[config.mk]
export PLATFORM = sky130hd
export DESIGN_NAME = ca_stream_packer
export DESIGN_NICKNAME = d
export VERILOG_FILES = /design/src/rtl/ca_pkg.sv /design/src/rtl/ca_pack_fifo.sv /design/src/rtl/ca_stream_packer.sv
export SDC_FILE = /design/constraint.sdc
export NUM_CORES = 1
export LEC_CHECK = 0
export ABC_AREA = 1
export CAP_MARGIN = 10
export CELL_PAD_IN_SITES_DETAIL_PLACEMENT = 1
export CELL_PAD_IN_SITES_GLOBAL_PLACEMENT = 2
export CORE_MARGIN = 3
export CORE_UTILIZATION = 36
export CTS_CLUSTER_DIAMETER = 50
export CTS_CLUSTER_SIZE = 40
export DETAILED_ROUTE_END_ITERATION = 8
export PLACE_DENSITY = 0.85
export SLEW_MARGIN = 20
export SYNTH_ARGS = -nofsm -noshare
export SYNTH_HDL_FRONTEND = slang
export SYNTH_SLANG_ARGS = --single-unit
export TNS_END_PERCENT = 20
[constraint.sdc]
create_clock -name clock -period 5.2 [get_ports clock]
set_clock_uncertainty 0.05 [all_clocks]
set_input_delay 1.56 -clock clock [delete_from_list [all_inputs] [get_ports clock]]
set_output_delay 1.56 -clock clock [all_outputs]
set_load 0.02 [all_outputs]
[src/rtl/ca_pkg.sv]
// Shared constants and helpers for the CA stream packer.
package ca_pkg;

  localparam int CA_W       = 8;
  localparam int DROP_CNT_W = 16;
  localparam logic [DROP_CNT_W-1:0] DROP_CNT_MAX = '1;

  function automatic int packed_word_w(input int word_bytes);
    return word_bytes * CA_W;
  endfunction

endpackage

[src/rtl/ca_pack_fifo.sv]
// Small synchronous FIFO; head word is read straight out of the storage registers.
// A push while full is accepted when a pop happens on the same edge.
module ca_pack_fifo #(
  parameter int WIDTH = 32,
  parameter int DEPTH = 2
) (
  input  logic             clock,
  input  logic             reset,
  input  logic             push,
  input  logic [WIDTH-1:0] push_data,
  input  logic             pop,
  output logic [WIDTH-1:0] head_data,
  output logic             full,
  output logic             empty
);

  localparam int AW = (DEPTH > 1) ? $clog2(DEPTH) : 1;

  logic [WIDTH-1:0] mem [DEPTH];
  logic [AW-1:0]    wr_ptr;
  logic [AW-1:0]    rd_ptr;
  logic [AW:0]      count;
  logic             push_ok;
  logic             pop_ok;

  assign full    = (count == (AW+1)'(DEPTH));
  assign empty   = (count == '0);
  assign pop_ok  = pop && !empty;
  assign push_ok = push && (!full || pop_ok);
  assign head_data = mem[rd_ptr];

  always_ff @(posedge clock or negedge reset) begin
    if (!reset) begin
      for (int i = 0; i < DEPTH; i++) mem[i] <= '0;
      wr_ptr <= '0;
      rd_ptr <= '0;
      count  <= '0;
    end else begin
      if (push_ok) begin
        mem[wr_ptr] <= push_data;
        wr_ptr      <= wr_ptr + 1'b1;
      end
      if (pop_ok) rd_ptr <= rd_ptr + 1'b1;
      case ({push_ok, pop_ok})
        2'b10:   count <= count + 1'b1;
        2'b01:   count <= count - 1'b1;
        default: count <= count;
      endcase
    end
  end

endmodule

[src/rtl/ca_stream_packer.sv]
// Packs sampled CA bytes LSB-first into words and queues them for a valid/ready sink.
// Define CA_PACK_LOCKUP_DET_EN to build the all-zero lock-up detector and reseed pulse.
module ca_stream_packer
  import ca_pkg::*;
#(
  parameter int WORD_BYTES  = 4,
  parameter int FIFO_DEPTH  = 2,
  parameter int LOCK_THRESH = 2
) (
  input  logic                                clock,
  input  logic                                reset,
  input  logic [CA_W-1:0]                     ca_in,
  input  logic                                ca_en,
  output logic [packed_word_w(WORD_BYTES)-1:0] out_data,
  output logic                                out_valid,
  input  logic                                out_ready,
  output logic [DROP_CNT_W-1:0]               drop_count,
  output logic                                reseed_req
);

  localparam int WW     = packed_word_w(WORD_BYTES);
  localparam int LANE_W = (WORD_BYTES > 1) ? $clog2(WORD_BYTES) : 1;

  if (WORD_BYTES < 2 || WORD_BYTES > 8 || FIFO_DEPTH < 2 ||
      (FIFO_DEPTH & (FIFO_DEPTH - 1)) != 0 || LOCK_THRESH < 1 || LOCK_THRESH > 15) begin : g_bad_cfg
    $error("ca_stream_packer: parameter out of range");
  end

  logic [LANE_W-1:0] lane;
  logic [WW-1:0]     asm_q;
  logic [WW-1:0]     word_next;
  logic              last_lane;
  logic              lock_hit;
  logic              push_req;
  logic              pop;
  logic              fifo_full;
  logic              fifo_empty;

  assign last_lane = (lane == LANE_W'(WORD_BYTES - 1));

  // Completed word = held lanes plus the byte being sampled on this edge.
  always_comb begin
    word_next = asm_q;
    word_next[CA_W*lane +: CA_W] = ca_in;
  end

`ifdef CA_PACK_LOCKUP_DET_EN
  logic [3:0] zrun;
  logic       reseed_q;

  assign lock_hit   = ca_en && (ca_in == '0) && ((zrun + 4'd1) == 4'(LOCK_THRESH));
  assign reseed_req = reseed_q;

  always_ff @(posedge clock or negedge reset) begin
    if (!reset) begin
      zrun     <= '0;
      reseed_q <= 1'b0;
    end else begin
      reseed_q <= lock_hit;
      if (ca_en) begin
        if (lock_hit || ca_in != '0) zrun <= '0;
        else                         zrun <= zrun + 4'd1;
      end
    end
  end
`else
  assign lock_hit   = 1'b0;
  assign reseed_req = 1'b0;
`endif

  // Handshake: a word transfers on any edge where out_valid and out_ready are both high;
  // out_valid never depends on out_ready, and the head word holds until transferred.
  assign pop      = out_valid && out_ready;
  assign push_req = ca_en && last_lane && !lock_hit;
  assign out_valid = !fifo_empty;

  always_ff @(posedge clock or negedge reset) begin
    if (!reset) begin
      lane       <= '0;
      asm_q      <= '0;
      drop_count <= '0;
    end else begin
      if (lock_hit) begin
        lane  <= '0;
        asm_q <= '0;
      end else if (ca_en) begin
        asm_q[CA_W*lane +: CA_W] <= ca_in;
        lane <= last_lane ? '0 : lane + 1'b1;
      end
      if (push_req && fifo_full && !pop && drop_count != DROP_CNT_MAX)
        drop_count <= drop_count + 1'b1;
    end
  end

  ca_pack_fifo #(
    .WIDTH (WW),
    .DEPTH (FIFO_DEPTH)
  ) u_fifo (
    .clock     (clock),
    .reset     (reset),
    .push      (push_req),
    .push_data (word_next),
    .pop       (pop),
    .head_data (out_data),
    .full      (fifo_full),
    .empty     (fifo_empty)
  );

endmodule
==> summary.md <==
| Metric | Value |
|---|---|
| Fraction of the mapped netlist area in compound gates | 0.112 |
| Power per cell area | 547 nW/um^2 |
| Post-Place Setup Slack | 1.53 ns |
| Transition time at the pin with the least slew margin | 0.992 ns |
| Final #Nets | 820 |
| Iteration count of the initial detailed-routing pass | 4 |
| Worst Min Path Start | u_fifo.mem[24]$_DFFE_PN0P_ |
| Antenna violation net count after detailed routing | 0 |
| Hold-fix buffers at CTS | 0 |
| Startpoint of the worst-slack reg-to-reg timing path | lane[0]$_DFFE_PN0P_ |
| Placeable core area | 15500 sq um |
| Worst min-delay path class | reg -> reg |
| Largest fanout on the critical path | 61 |
| Worst-case clock buffer depth | 2 |
| Synth Instances | 750 |
| Register area share after synthesis | 0.509 |
| Vias after detailed routing | 4924 |
| # IOs | 62 |
| Relative slew slack | 0.339 |
| Number of storage elements in the synthesis netlist | 118 |
| Post-synth cell types | 31 |
| Placer Congestion | 0.804 |
| Post-route fraction of the period consumed by the critical path | 0.774 |
| Fraction of layout instances using a drive strength above 1 | 0.0665 |
| Relative area change from synthesis to final layout | 21.9% |
| Post-synthesis net count | 769 |
| Total design power | 3870 uW |
| Via density | 4.81 |
| Worst endpoint required time | 3.59 ns |
| Minimum period implied by the final worst setup slack | 4.03 ns |
| Level count of the clock H-tree | 4 |
| Worst setup path start | u_fifo.rd_ptr$_DFFE_PN0P_ |
| Antenna diode count | 0 |
| Overall die width | 133 um |
| Starting utilization of the core area | 0.375 |
| Routed wl met3 | 351 um |
| Number of failing setup endpoints in the final timing report | 0 |
| Critical Path End Type | primary output |
| Drt wl/cell | 15.0 um |
| Full die area | 17700 sq um |
| Largest family of logic cells by synthesized area | simple AND/OR/NAND/NOR gates |
| Antenna violations before repair | 0 |
| DRC errors left | 0 |
| Status | complete, no violations |
| Standard-cell row count | 45 |
| Post-synth design cell area | 5810 sq um |
| Height of the die | 133 um |
| Final core utilization | 0.457 |
| Static leakage | 0.00330 uW |
| Crit path launch type | flop |
| Sum of met2 wire segment lengths after detailed routing | 7630 um |
| Multiplexer area fraction after synthesis | 0 |
| Clock insertion delay at the later pin of the skew report | 0.41 ns |
| Arithmetic-cell share of the synthesized area counting full adders, half adders and majority gates | 0.0151 |
| Total number of clock tree sinks | 118 |
| CTS tree | done |
| Maximum number of pins on one net before global-route repair | 69 |
| Postcts setup bufs | 0 |
| Post-synthesis simple-gate area fraction | 0.257 |
| Number of port buffers | 60 |
| Highest metal layer with signal wires | met4 |
| Warnings, synthesis | 0 |
| Dpl hpwl | 10600 um |
| Synthesized area divided by synthesized cell count | 7.74 sq um |
| Clock transition at the registers of the reported paths | 0.05 ns |
| Unrepaired setup endpoints after global routing | no |
| Post-detailed-routing wire length | 15300 um |
| Number of violations of the max-capacitance limit | 0 |
| Vias in the first global route | 5280 |
| Final slew viol count | 0 |
| Post-CTS Resized | 0 |
| PnR worst setup slack | 1.17 ns |
| Maximum clock frequency | 0.248 GHz |
| Final setup TNS | 0 ns |
| Data arrival time at the worst-slack endpoint | 2.42 ns |
| Worst ir drop on vdd | 219 uV |
| Grt total ovfl | 0 |
| First-pass GRT wire length | 26500 um |
| Number of buffers created by CTS | 17 |
| Count of routing violations after the opening detailed-route iteration | 202 |
| Critical path type | reg -> out |
| Library cell used as clock root buffer | clkbuf_16 |
| GR Util All Layers | 0.186 |
| Final Hold Vio Count | 0 |
| Sum of routed wire segments on met1 | 7150 um |
| Xor-xnor portion of the synthesized cell area | 0.0136 |
[power by group]
group	total, uW	internal (uW)	switching, uW
clock	1060	663	395
combinational	1360	525	832
sequential	1450	1230	222
[registers in the layout, indices dropped and copies added (netlist names)]
name and count:
drop_count 16, u_fifo.count 2, lane 2, u_fifo.rd_ptr 1, asm_q 32, u_fifo.wr_ptr 1, u_fifo.mem 64
[synthesized netlist by cell type]
cell type | n | area, sq um
o22ai_1 | 24 | 150
nand3_2 | 2 | 20.0
or2_2 | 1 | 6.26
nor2_1 | 24 | 90.1
buf_2 | 11 | 55.1
xnor2_1 | 4 | 35.0
o21ai_1 | 18 | 90.1
dfrtp_1 | 118 | 2950
a21oi_1 | 1 | 5.00
clkbuf_1 | 12 | 45.0
o21ai_2 | 3 | 26.3
nand2_1 | 301 | 1130
nand4_1 | 6 | 37.5
nand3_1 | 19 | 95.1
ha_1 | 7 | 87.6
nor2_2 | 3 | 18.8
nand2_4 | 1 | 11.3
nor2_4 | 3 | 33.8
xor2_1 | 5 | 43.8
conb_1 | 1 | 3.75
nor3_4 | 1 | 16.3
buf_4 | 5 | 37.5
nand2_2 | 3 | 18.8
inv_2 | 3 | 11.3
buf_6 | 3 | 33.8
buf_1 | 1 | 3.75
clkinv_1 | 1 | 3.75
inv_1 | 91 | 342
clkinv_4 | 1 | 8.76
nand4_2 | 1 | 12.5
o21ai_0 | 76 | 380
[critical path, stage by stage, from the launching register on]
cell and delay [ns]:
dfrtp_2 0.99, inv_1 0.27, nand2_1 0.15, nand2_1 0.06
clkdlybuf4s50_1 0.54
[per-layer routing]
layer,track usage,vias to the layer above
met4,0.0624,0
met2,0.312,49
met3,0.0384,13
met1,0.238,2431
met5,0,-
li1,-,2431
[layout by cell type, fill, tap and decap left out, types with 7 or more instances in the layout]
master,netlist,final
nand2_1,301,301
clkbuf_16,0,17
o22ai_1,24,24
dfrtp_1,118,117
o21ai_0,76,76
o21ai_1,18,18
clkdlybuf4s50_1,0,59
inv_1,91,91
nor2_1,24,24
nand3_1,19,19
ha_1,7,7
[per-stage QoR]
stage / instances / hold slack, ns / cell area [sq um]
6_report: 1023 / 0.425 / 7080
3_5_place_dp: 993 / 0.416 / 6550
2_1_floorplan: 750 / 0.392 / 5810
4_1_cts: 1023 / 0.429 / 7080
5_1_grt: 1023 / 0.453 / 7080
3_3_place_gp: 993 / 0.407 / 6550
[final cells by class]
cell class              count  area (sq um)
multi-input cells         504          2310
inverters                  96           365
clock inverters             4          20.0
flip-flops and latches    118          2950
fillers                  1886          8410
repair buffers             64           653
well taps                 211           264
clock buffers              26           509
[final timing paths]
| path | endpoint | slack, ns | depth (start not counted) |
|---|---|---|---|
| worst max-delay path | out_data[17] | 1.17 | 4 |
| worst min-delay path | u_fifo.mem[24]$_DFFE_PN0P_ | 0.42 | 2 |
| worst max register to register | u_fifo.mem[15]$_DFFE_PN0P_ | 2.64 | 9 |
| worst min register to register | u_fifo.mem[24]$_DFFE_PN0P_ | 0.42 | 2 |
| max in group asynchronous | u_fifo.rd_ptr$_DFFE_PN0P_ | 3.06 | 2 |
| min in group asynchronous | u_fifo.mem[37]$_DFFE_PN0P_ | 1.23 | 1 |
[cells by family after synthesis]
group                      count (synthesis)
AOI/OAI and AO/OA                        122
and+or+nand+nor                          365
other                                      1
DFF                                      118
adders and majority gates                  7
xor gates and xnor gates                   9
buffers and inverters                    128
Power figures use the tool's default switching activity.
